$ cat src/rtl/crc_pkg.sv
// Shared FSM state type, standard CRC parameter sets and a bit-reversal helper
// for the CRC stream engine.
package crc_pkg;

   typedef enum logic [1:0] {IDLE, RUN, OUT} crc_state_e;

   localparam logic [32:0] CRC32_POLY         = 33'h104C11DB7;
   localparam logic [31:0] CRC32_INIT         = 32'hFFFFFFFF;
   localparam logic [31:0] CRC32_XOROUT       = 32'hFFFFFFFF;

   localparam logic [16:0] CRC16_CCITT_POLY   = 17'h11021;
   localparam logic [15:0] CRC16_CCITT_INIT   = 16'hFFFF;
   localparam logic [15:0] CRC16_CCITT_XOROUT = 16'h0000;

   localparam logic [16:0] CRC16_IBM_POLY     = 17'h18005;
   localparam logic [15:0] CRC16_IBM_INIT     = 16'h0000;
   localparam logic [15:0] CRC16_IBM_XOROUT   = 16'h0000;

   // Reverses the low i_width bits of i_val; bits above i_width come back as zero.
   function automatic logic [63:0] reverse_bits(input logic [63:0] i_val,
                                                input int unsigned i_width);
      logic [63:0] res;
      res = '0;
      for (int unsigned i = 0; i < 64; i++) begin
         if (i < i_width) res[i[5:0]] = i_val[6'(i_width - 1 - i)];
      end
      return res;
   endfunction

endpackage

$ cat src/rtl/crc_byte_step.sv
// Combinational CRC update: advances a CW-bit register by one byte, MSB first,
// using generator polynomial CP (CW+1 bits, top bit implicit).
module crc_byte_step
   import crc_pkg::*;
#(
   parameter int unsigned CW = 32,
   parameter logic [CW:0] CP = CRC32_POLY
) (
   input  logic [CW-1:0] i_crc,
   input  logic [7:0]    i_byte,
   output logic [CW-1:0] o_crc
);

   logic [CW-1:0] w_acc;

   always_comb begin
      w_acc = i_crc;
      for (int unsigned b = 0; b < 8; b++) begin
         if (w_acc[CW-1] ^ i_byte[3'(7 - b)]) w_acc = (w_acc << 1) ^ CP[CW-1:0];
         else                                w_acc = w_acc << 1;
      end
   end

   assign o_crc = w_acc;

endmodule

$ cat src/rtl/crc_stream_engine.sv
// Frame-oriented streaming CRC generator: DW-bit beats, partial last beat,
// registered result. Define CRC_STREAM_CHECK_EN to add the Chk_o residue check.
module crc_stream_engine
   import crc_pkg::*;
#(
   parameter int unsigned   DW      = 64,
   parameter int unsigned   CW      = 32,
   parameter logic [CW:0]   CP      = 33'h104C11DB7,
   parameter logic [CW-1:0] INIT    = '1,
   parameter logic [CW-1:0] XOROUT  = '1,
   parameter bit            REFIN   = 1'b1,
   parameter bit            REFOUT  = 1'b1,
`ifdef CRC_STREAM_CHECK_EN
   parameter logic [CW-1:0] RESIDUE = CW'(32'hC704DD7B),
`endif
   parameter int unsigned   NBW     = (DW > 8) ? $clog2(DW / 8) : 1
) (
   input  logic           Clk_i,
   input  logic           Rst_i,
   input  logic [DW-1:0]  Dat_i,
   input  logic           Vld_i,
   output logic           Rdy_o,
   input  logic           Sof_i,
   input  logic           Eof_i,
   input  logic [NBW-1:0] Nb_i,
   output logic [CW-1:0]  Crc_o,
   output logic           CrcVld_o,
`ifdef CRC_STREAM_CHECK_EN
   output logic           Chk_o,
`endif
   input  logic           CrcRdy_i
);

   localparam int unsigned NB = DW / 8;

   crc_state_e     r_state;
   crc_state_e     w_state_nxt;
   logic [CW-1:0]  r_crc;
   logic [CW-1:0]  r_crc_out;
   logic           r_rdy;
   logic           w_xfer;
   logic [CW-1:0]  w_start;
   logic [CW-1:0]  w_next;
   logic [CW-1:0]  w_refl;
   logic [NBW-1:0] w_nb;
   logic [CW-1:0]  w_chain [0:NB];
   logic [7:0]     w_byte  [0:NB-1];
`ifdef CRC_STREAM_CHECK_EN
   logic           r_chk;
`endif

   assign w_xfer     = Vld_i & r_rdy;
   // IDLE always starts from INIT, so Sof only matters while a frame is running.
   assign w_start    = (r_state == RUN && !Sof_i) ? r_crc : INIT;
   assign w_chain[0] = w_start;
   assign w_nb       = (Nb_i > NBW'(NB - 1)) ? NBW'(NB - 1) : Nb_i;

   for (genvar g = 0; g < NB; g++) begin : g_step
      assign w_byte[g] = REFIN ? 8'(reverse_bits(64'(Dat_i[DW-1-8*g -: 8]), 8))
                               : Dat_i[DW-1-8*g -: 8];
      crc_byte_step #(
         .CW (CW),
         .CP (CP)
      ) u_step (
         .i_crc  (w_chain[g]),
         .i_byte (w_byte[g]),
         .o_crc  (w_chain[g+1])
      );
   end

   // On the Eof beat the result is tapped after byte Nb; later bytes are dropped.
   always_comb begin
      w_next = w_chain[NB];
      if (Eof_i) begin
         for (int unsigned j = 0; j < NB; j++) begin
            if (NBW'(j) == w_nb) w_next = w_chain[j+1];
         end
      end
   end

   assign w_refl = REFOUT ? CW'(reverse_bits(64'(w_next), CW)) : w_next;

   always_comb begin
      w_state_nxt = r_state;
      unique case (r_state)
         IDLE, RUN: if (w_xfer) w_state_nxt = Eof_i ? OUT : RUN;
         OUT:       if (CrcRdy_i) w_state_nxt = IDLE;
         default:   w_state_nxt = IDLE;
      endcase
   end

   always_ff @(posedge Clk_i) begin
      if (Rst_i) begin
         r_state   <= IDLE;
         r_crc     <= INIT;
         r_rdy     <= 1'b0;
         r_crc_out <= '0;
`ifdef CRC_STREAM_CHECK_EN
         r_chk     <= 1'b0;
`endif
      end else begin
         r_state <= w_state_nxt;
         r_rdy   <= (w_state_nxt != OUT);
         if (w_xfer) begin
            r_crc <= w_next;
            if (Eof_i) begin
               r_crc_out <= w_refl ^ XOROUT;
`ifdef CRC_STREAM_CHECK_EN
               r_chk     <= (w_next == RESIDUE);
`endif
            end
         end
      end
   end

   assign Rdy_o    = r_rdy;
   assign CrcVld_o = (r_state == OUT);
   assign Crc_o    = r_crc_out;
`ifdef CRC_STREAM_CHECK_EN
   assign Chk_o    = r_chk;
`endif

endmodule

$ cat config.mk
export PLATFORM = sky130hd
export DESIGN_NAME = crc_stream_engine
export DESIGN_NICKNAME = d
export VERILOG_FILES = /design/src/rtl/crc_pkg.sv /design/src/rtl/crc_byte_step.sv /design/src/rtl/crc_stream_engine.sv
export SDC_FILE = /design/constraint.sdc
export NUM_CORES = 1
export LEC_CHECK = 0
export CAP_MARGIN = 20
export CELL_PAD_IN_SITES_DETAIL_PLACEMENT = 0
export CELL_PAD_IN_SITES_GLOBAL_PLACEMENT = 2
export CORE_MARGIN = 2
export CORE_UTILIZATION = 37
export DETAILED_ROUTE_END_ITERATION = 10
export GPL_TIMING_DRIVEN = 0
export PLACE_DENSITY = 0.8
export SYNTH_ARGS = -nofsm -noshare
export SYNTH_HDL_FRONTEND = slang
export SYNTH_SLANG_ARGS = --single-unit
$ cat constraint.sdc
create_clock -name Clk_i -period 7.3 [get_ports Clk_i]
set_clock_uncertainty 0.1 [all_clocks]
set_input_delay 0.73 -clock Clk_i [delete_from_list [all_inputs] [get_ports Clk_i]]
set_output_delay 0.73 -clock Clk_i [all_outputs]
set_load 0.005 [all_outputs]
Word level (Yosys, flattened, before mapping)
Cells that the tools add are included.
{"block": "word_totals", "output_inout_bits": 34, "input_bits": 73, "reg_bits": 67}
{"block": "classes", "n_eq_ne": 10, "n_mux": 79, "n_lt_le_gt_ge": 1, "n_reduce_logical": 6, "bitwise_logic": 130}
{"op": "$mux W27", "count": 64}
{"op": "$not A14 Y14", "count": 64}
{"op": "$mux W32", "count": 10}
{"op": "$xor A1 B1 Y1", "count": 64}
{"op": "$not A32 Y32", "count": 1}
{"op": "$eq A3 B3 Y1 const A", "count": 4}
{"op": "$eq A2 B3 Y1 const A", "count": 2}
{"op": "$mux W2", "count": 3}
{"op": "$pmux W2 S2", "count": 1}
{"op": "$eq A1 B3 Y1 const A", "count": 1}
{"op": "$gt A3 B3 Y1 const B", "count": 1}
{"op": "$logic_not A3 Y1", "count": 1}
{"op": "$mux W3", "count": 1}
{"op": "$eq A2 B1 Y1 const B", "count": 1}
{"op": "$eq A2 B2 Y1 const B", "count": 1}
{"op": "$logic_not A2 Y1", "count": 1}
{"op": "$ne A2 B2 Y1 const B", "count": 1}
{"op": "$reduce_and A2 Y1", "count": 1}
{"op": "$reduce_or A2 Y1", "count": 1}
{"op": "$and A1 B1 Y1", "count": 1}
{"op": "$logic_and A1 B1 Y1", "count": 1}
{"op": "$logic_not A1 Y1", "count": 1}

Longest topological paths before layout
{"block": "depth", "depth_word": 141, "depth_mapped": 24}

Hierarchy
Synthesis repeated with hierarchy kept, for this count alone.
{"block": "unflattened", "hier_cells": 1234, "hier_area_um2": 11205.7}
{"module": "crc_byte_step", "area_each_um2": 744.5, "cells_each": 70, "instances": 8}
{"module": "crc_stream_engine", "area_each_um2": 5250.0, "cells_each": 674, "instances": 1}

Worst setup path before layout
Ideal clock, no wire load.
{"block": "synth_timing", "path_type": "in2reg", "from": "input Sof_i", "to": "register r_crc_out[22] (netlist: Crc_o[22])", "slack_ns": -0.342, "arrival_time_ns": 7.427, "cell_stages": 22, "cell_sequence": "buf_4 -> or3b_4 -> nor2_2 -> xnor2_1 -> xnor3_1 -> buf_6 -> xor2_2 -> xnor3_1 -> xor3_1 -> xnor2_2 -> xnor3_1 -> xnor3_1 -> xnor2_1 -> buf_2 -> xor3_1 -> xnor2_2 -> xnor3_1 -> xnor3_2 -> xnor2_1 -> o32ai_2 -> a21oi_1 -> o21a_1"}
{"block": "synth_via", "elab_chain_len": 95, "word_cells_on_any_way": 199, "cone_classes": "mux: 74; bitwise: 123; reduce/logical: 2"}
{"item": "start, declared", "line_no": "crc_stream_engine.sv:23", "rtl": "input logic Sof_i,"}
{"item": "$logic_not A1 Y1 (*)", "line_no": "crc_stream_engine.sv:54", "rtl": "assign w_start = (r_state == RUN && !Sof_i) ? r_crc : INIT;"}
{"item": "$logic_and A1 B1 Y1 (*)", "line_no": "crc_stream_engine.sv:54"}
{"item": "$mux W32 (*)", "line_no": "crc_stream_engine.sv:54"}
{"item": "$xor A1 B1 Y1 or $not A14 Y14 (tied branches)"}
{"item": "$mux W27", "line_no": "crc_byte_step.sv:19", "rtl": "if (w_acc[CW-1] ^ i_byte[3'(7 - b)]) w_acc = (w_acc << 1) ^ CP[CW-1:0];"}
{"item": "$not A14 Y14 (no line)"}
{"item": "$mux W27", "line_no": "crc_byte_step.sv:19"}
{"item": "$not A14 Y14 (no line)"}
{"item": "(+70 left out)"}
{"item": "$mux W27 (2 in a row)", "line_no": "crc_byte_step.sv:19"}
{"item": "$not A14 Y14 (no line)"}
{"item": "$mux W27", "line_no": "crc_byte_step.sv:19"}
{"item": "$not A14 Y14 (no line)"}
{"item": "$mux W27 (2 in a row)", "line_no": "crc_byte_step.sv:19"}
{"item": "$mux W32 (8 in a row)", "line_no": "crc_stream_engine.sv:76", "rtl": "if (NBW'(j) == w_nb) w_next = w_chain[j+1];"}
{"item": "$mux W32 (*)", "line_no": "crc_stream_engine.sv:74", "rtl": "if (Eof_i) begin"}
{"item": "$not A32 Y32 (no line) (*)"}
{"item": "end signal, assigned", "line_no": "crc_stream_engine.sv:107", "rtl": "r_crc_out <= w_refl ^ XOROUT;"}
{"item": "end, declared", "line_no": "crc_stream_engine.sv:39", "rtl": "logic [CW-1:0] r_crc_out;"}
Mark *: on every way between the ends. The rest lies on a longest branch, timed or not.
A chain may end at the register's enable or synchronous reset.

Worst setup path after layout
{"block": "layout_timing", "from": "input Sof_i", "to": "register r_crc_out[5] (netlist: Crc_o[5])"}
{"block": "layout_via", "elab_chain_len": 95, "word_cells_on_any_way": 197, "cone_classes": "mux: 74; bitwise: 121; reduce/logical: 2"}
{"item": "$logic_not A1 Y1 (*)", "line_no": "crc_stream_engine.sv:54"}
{"item": "$logic_and A1 B1 Y1 (*)", "line_no": "crc_stream_engine.sv:54"}
{"item": "$mux W32 (*)", "line_no": "crc_stream_engine.sv:54"}
{"item": "$xor A1 B1 Y1 or $not A14 Y14 (tied branches)"}
{"item": "$mux W27", "line_no": "crc_byte_step.sv:19"}
{"item": "$xor A1 B1 Y1 or $not A14 Y14 (tied branches)"}
{"item": "$mux W27", "line_no": "crc_byte_step.sv:19"}
{"item": "$not A14 Y14 (no line) or $mux W27 (tied branches)"}
{"item": "(+72 left out)"}
{"item": "$mux W27", "line_no": "crc_byte_step.sv:19"}
{"item": "$mux W27 or $not A14 Y14 (tied branches)"}
{"item": "$mux W27", "line_no": "crc_byte_step.sv:19"}
{"item": "$not A14 Y14 (no line) or $xor A1 B1 Y1 (tied branches)"}
{"item": "$mux W27", "line_no": "crc_byte_step.sv:19"}
{"item": "$mux W32 (8 in a row)", "line_no": "crc_stream_engine.sv:76"}
{"item": "$mux W32 (*)", "line_no": "crc_stream_engine.sv:74"}
{"item": "$not A32 Y32 (no line) (*)"}
Marks and branches as above.

==> flow_summary.yaml <==
finish:
  insertedDiodeCount: 0
  design.final.nets: 2127
  areaGrowthSynthToFinish_pct: 57.0
  post_route_cells_drive_above_1_share: 0.448
  final.fill_count: 3259
  final_common_cell: "buf_4"
  finalCoreUtilization: 0.588
  mostFrequentLayoutCells: "buf_4, xnor2_1, nand2_1"
yosys:
  async_reset_ff_frac: 0
  post_synth_edffs: 0
  synth_flop_cell: "dfxtp_1"
  syn_nets: 1601
  syn_area_per_cell_um2: 10.0
  netlist.top_cell.by_area: "xnor2_1"
  syn_area_um2: 15300
  library_cells_used_by_synthesis: 72
  mapped_cells: 1528
  synth_area_leaders: "xnor2_1, xnor3_1, dfxtp_1, xor2_1, xnor2_4"
  post_synthesis_register_bit_count: 67
  post-synth-top-area-fraction: 0.219
  ys_warn_count: 0
  synth_sequential_area_ratio: 0.0876
floorplanning:
  die_area_um2: 43000
  rows: 74
  die_w_um: 207
  initial_core_util: 0.375
  die_height_um: 207
  core-area_um2: 40800
  design.portCount: 107
timing:
  worst_pin_slew_ps: 1240
  max-slew-margin-rel: 0.172
  timing_max_transition_violations_final: 0
  timing.final.hold_violations: 0
  setup_viol: 53
  grt_setup_unrepaired: "yes"
  max_freq_mhz: 129
  finalWorstSetupSlack_ps: -446
  final_min_period_over_clock_period: 1.06
  post-route-min-period_ps: 7750
grt:
  grt_start_max_net_pins: 13
  grt.met3_usage: 0.0501
  grt_pass1_wl_mm: 102
  globalRouteOverflowTotal: 0
  globalRouteTotalUtil: 0.325
  vias_in_the_first_global_route: 14269
  use_met2: 0.514
  grtUsageMet1: 0.446
  grt_antenna_before_repair: 0
  globalRoute.busiestLayer: "met2"
cts:
  worstSkewPairLatency_ps: 340
  cts_num_sinks: 67
  cts.reportedPaths.clkPinSlew_ps: 50
  cts_made_buffers: 9
  cts_hold_buf: 0
  tritoncts: "yes"
  max-clock-path-buffers: 2
  cts_htree_levels: 3
  ctsRootBufferMaster: "clkbuf_16"
critical_path:
  cp_max_fo: 5
  critPathBufInv: 8
  capture_point_of_the_worst_reg_to_reg_path: "Crc_o[5]"
  worst_r2r_startpoint: "r_state[1]"
  timing.critical_path.mode_cell: "xnor3_2"
  arrival_ps: 7830
  reg2regPathDepth: 27
  worstSetupEndpointType: "flip-flop"
  required_ps: 7380
  critPathKind: "in -> reg"
  crit_slowest_cell: "xnor3_2"
  reg2reg_setup_slack_ps: -430
  critPathMaxStageDelay_ps: 500
  nature_of_the_critical_path_startpoint: "primary input"
  critPathTopFamily: "XOR/XNOR gates"
routing:
  detail_route.wl_per_cell_um: 28.2
  first_drt_pass_iteration_count: 5
  detailedRoute.firstIterationViolations: 1601
  ant_nets: 0
  drt_drc: 0
  via_count: 14465
  via_density_per_instance: 5.58
  routed_wirelength_mm: 73.2
worst_hold_path:
  hold_path.startpoint: "Crc_o[31]"
  holdPathEnd: "Crc_o[31]"
  hold_path_class: "reg -> reg"
  holdPathStages: 2
placed_design:
  dp_slack_ps: -2700
  dp_hpwl_mm: 53.6
  gp_congestion: 1.03
  port-buffer-count: 101
outcome:
  status: "finished with violations"
  violations: "setup timing"
flow_run:
  max_cap_violations: 0
[area by class of cell]
class	instances	area (um^2)	share of cell area
buffer	85	492	0.0205
clock buffer	10	229	0.00953
clock inverter	6	41.3	0.00172
inverter	7	31.3	0.00130
multi-input combinational	1369	16500	0.686
sequential	67	1350	0.0560
tap	532	666	0.0277
timing repair buffer	515	4740	0.197
[synth_stat cells, drive strengths merged (4+ instances only)]
master / number
o21ai: 84
nor2: 126
a22oi: 10
a211o: 5
nand3: 10
a221oi: 11
a31oi: 4
mux4: 4
nand2: 123
o211ai: 14
a21oi: 86
o22ai: 14
a21o: 5
nor2b: 5
xnor3: 158
nor4b: 13
or2: 9
and2: 8
a211oi: 23
xor3: 29
o21a: 12
dfxtp: 67
xnor2: 440
inv: 4
nor3: 11
clkbuf: 57
buf: 28
xor2: 125
[logic make-up (layout without fill, tap and decap cells)]
family,count (synthesis),after routing,share of synthesized area
compound gates,296,296,0.120
xor+xnor,752,752,0.661
buf+inv,92,623,0.0262
flops,67,67,0.0876
mux,8,8,0.00859
simple gates,313,313,0.0958
[per-stage QoR]
stage	cells	hold WS, ps	instance area [um^2]	setup TNS, ps
2_1_floorplan	1528	333	15600	-33.0
3_3_place_gp	2161	345	17200	-137990
3_5_place_dp	2161	350	17200	-144510
4_1_cts	2464	357	22000	-4130
5_1_grt	2591	383	24000	-16910
6_report	2591	355	24000	-11930
[per-layer routing]
layer / vias to the layer above / wire, um / share of wire
met3: 197 / 5660 / 0.077
li1: 6287 / - / -
met1: 7176 / 30200 / 0.41
met4: 0 / 3600 / 0.049
met2: 805 / 33700 / 0.46
met5: - / 0 / 0
[flip-flops by register name (all words and copies together), names as in the netlist]
name     cells
Crc_o       32
Rdy_o        1
r_crc       32
r_state      2
[how the worst max path moves through the flow]
stage          start   endpoint  slack, ps  cells past startpoint
3_3_place_gp   Sof_i   r_crc[9]      -2620                     21
5_1_grt        Sof_i  Crc_o[15]       -490                     26
3_5_place_dp   Sof_i   r_crc[9]      -2700                     21
6_report       Sof_i   Crc_o[5]       -450                     27
4_1_cts        Sof_i   r_crc[9]       -250                     23
2_1_floorplan  Sof_i  Crc_o[22]        -30                     21
[repair_timing]
item / in CTS / in global routing
pin swaps: 196 / 134
buffers inserted: 288 / 127
gates resized for setup: 368 / 188
endpoints found under the setup margin: 64 / 64
cloned: 0 / 1
[worst reg2reg max path, stage by stage (launching register included)]
cell,delay [ps]
dfxtp_2,330
buf_12,130
or4b_4,500
xnor3_2,450
xnor3_2,450
xnor3_2,500
buf_6,140
xor3_2,290
buf_12,160
xnor3_2,300
buf_12,170
xnor2_2,170
xnor3_2,400
xnor2_4,230
xnor3_2,480
buf_6,150
xnor2_4,220
buf_4,160
buf_6,80
buf_6,90
xor3_2,500
xnor3_2,330
xnor2_2,210
xnor3_2,350
o21ai_2,180
o21ai_2,100
a22oi_2,290
a211oi_1,120
Power is not shown: default switching activity piles up to over one toggle a cycle in this logic, so the estimate is an artifact.
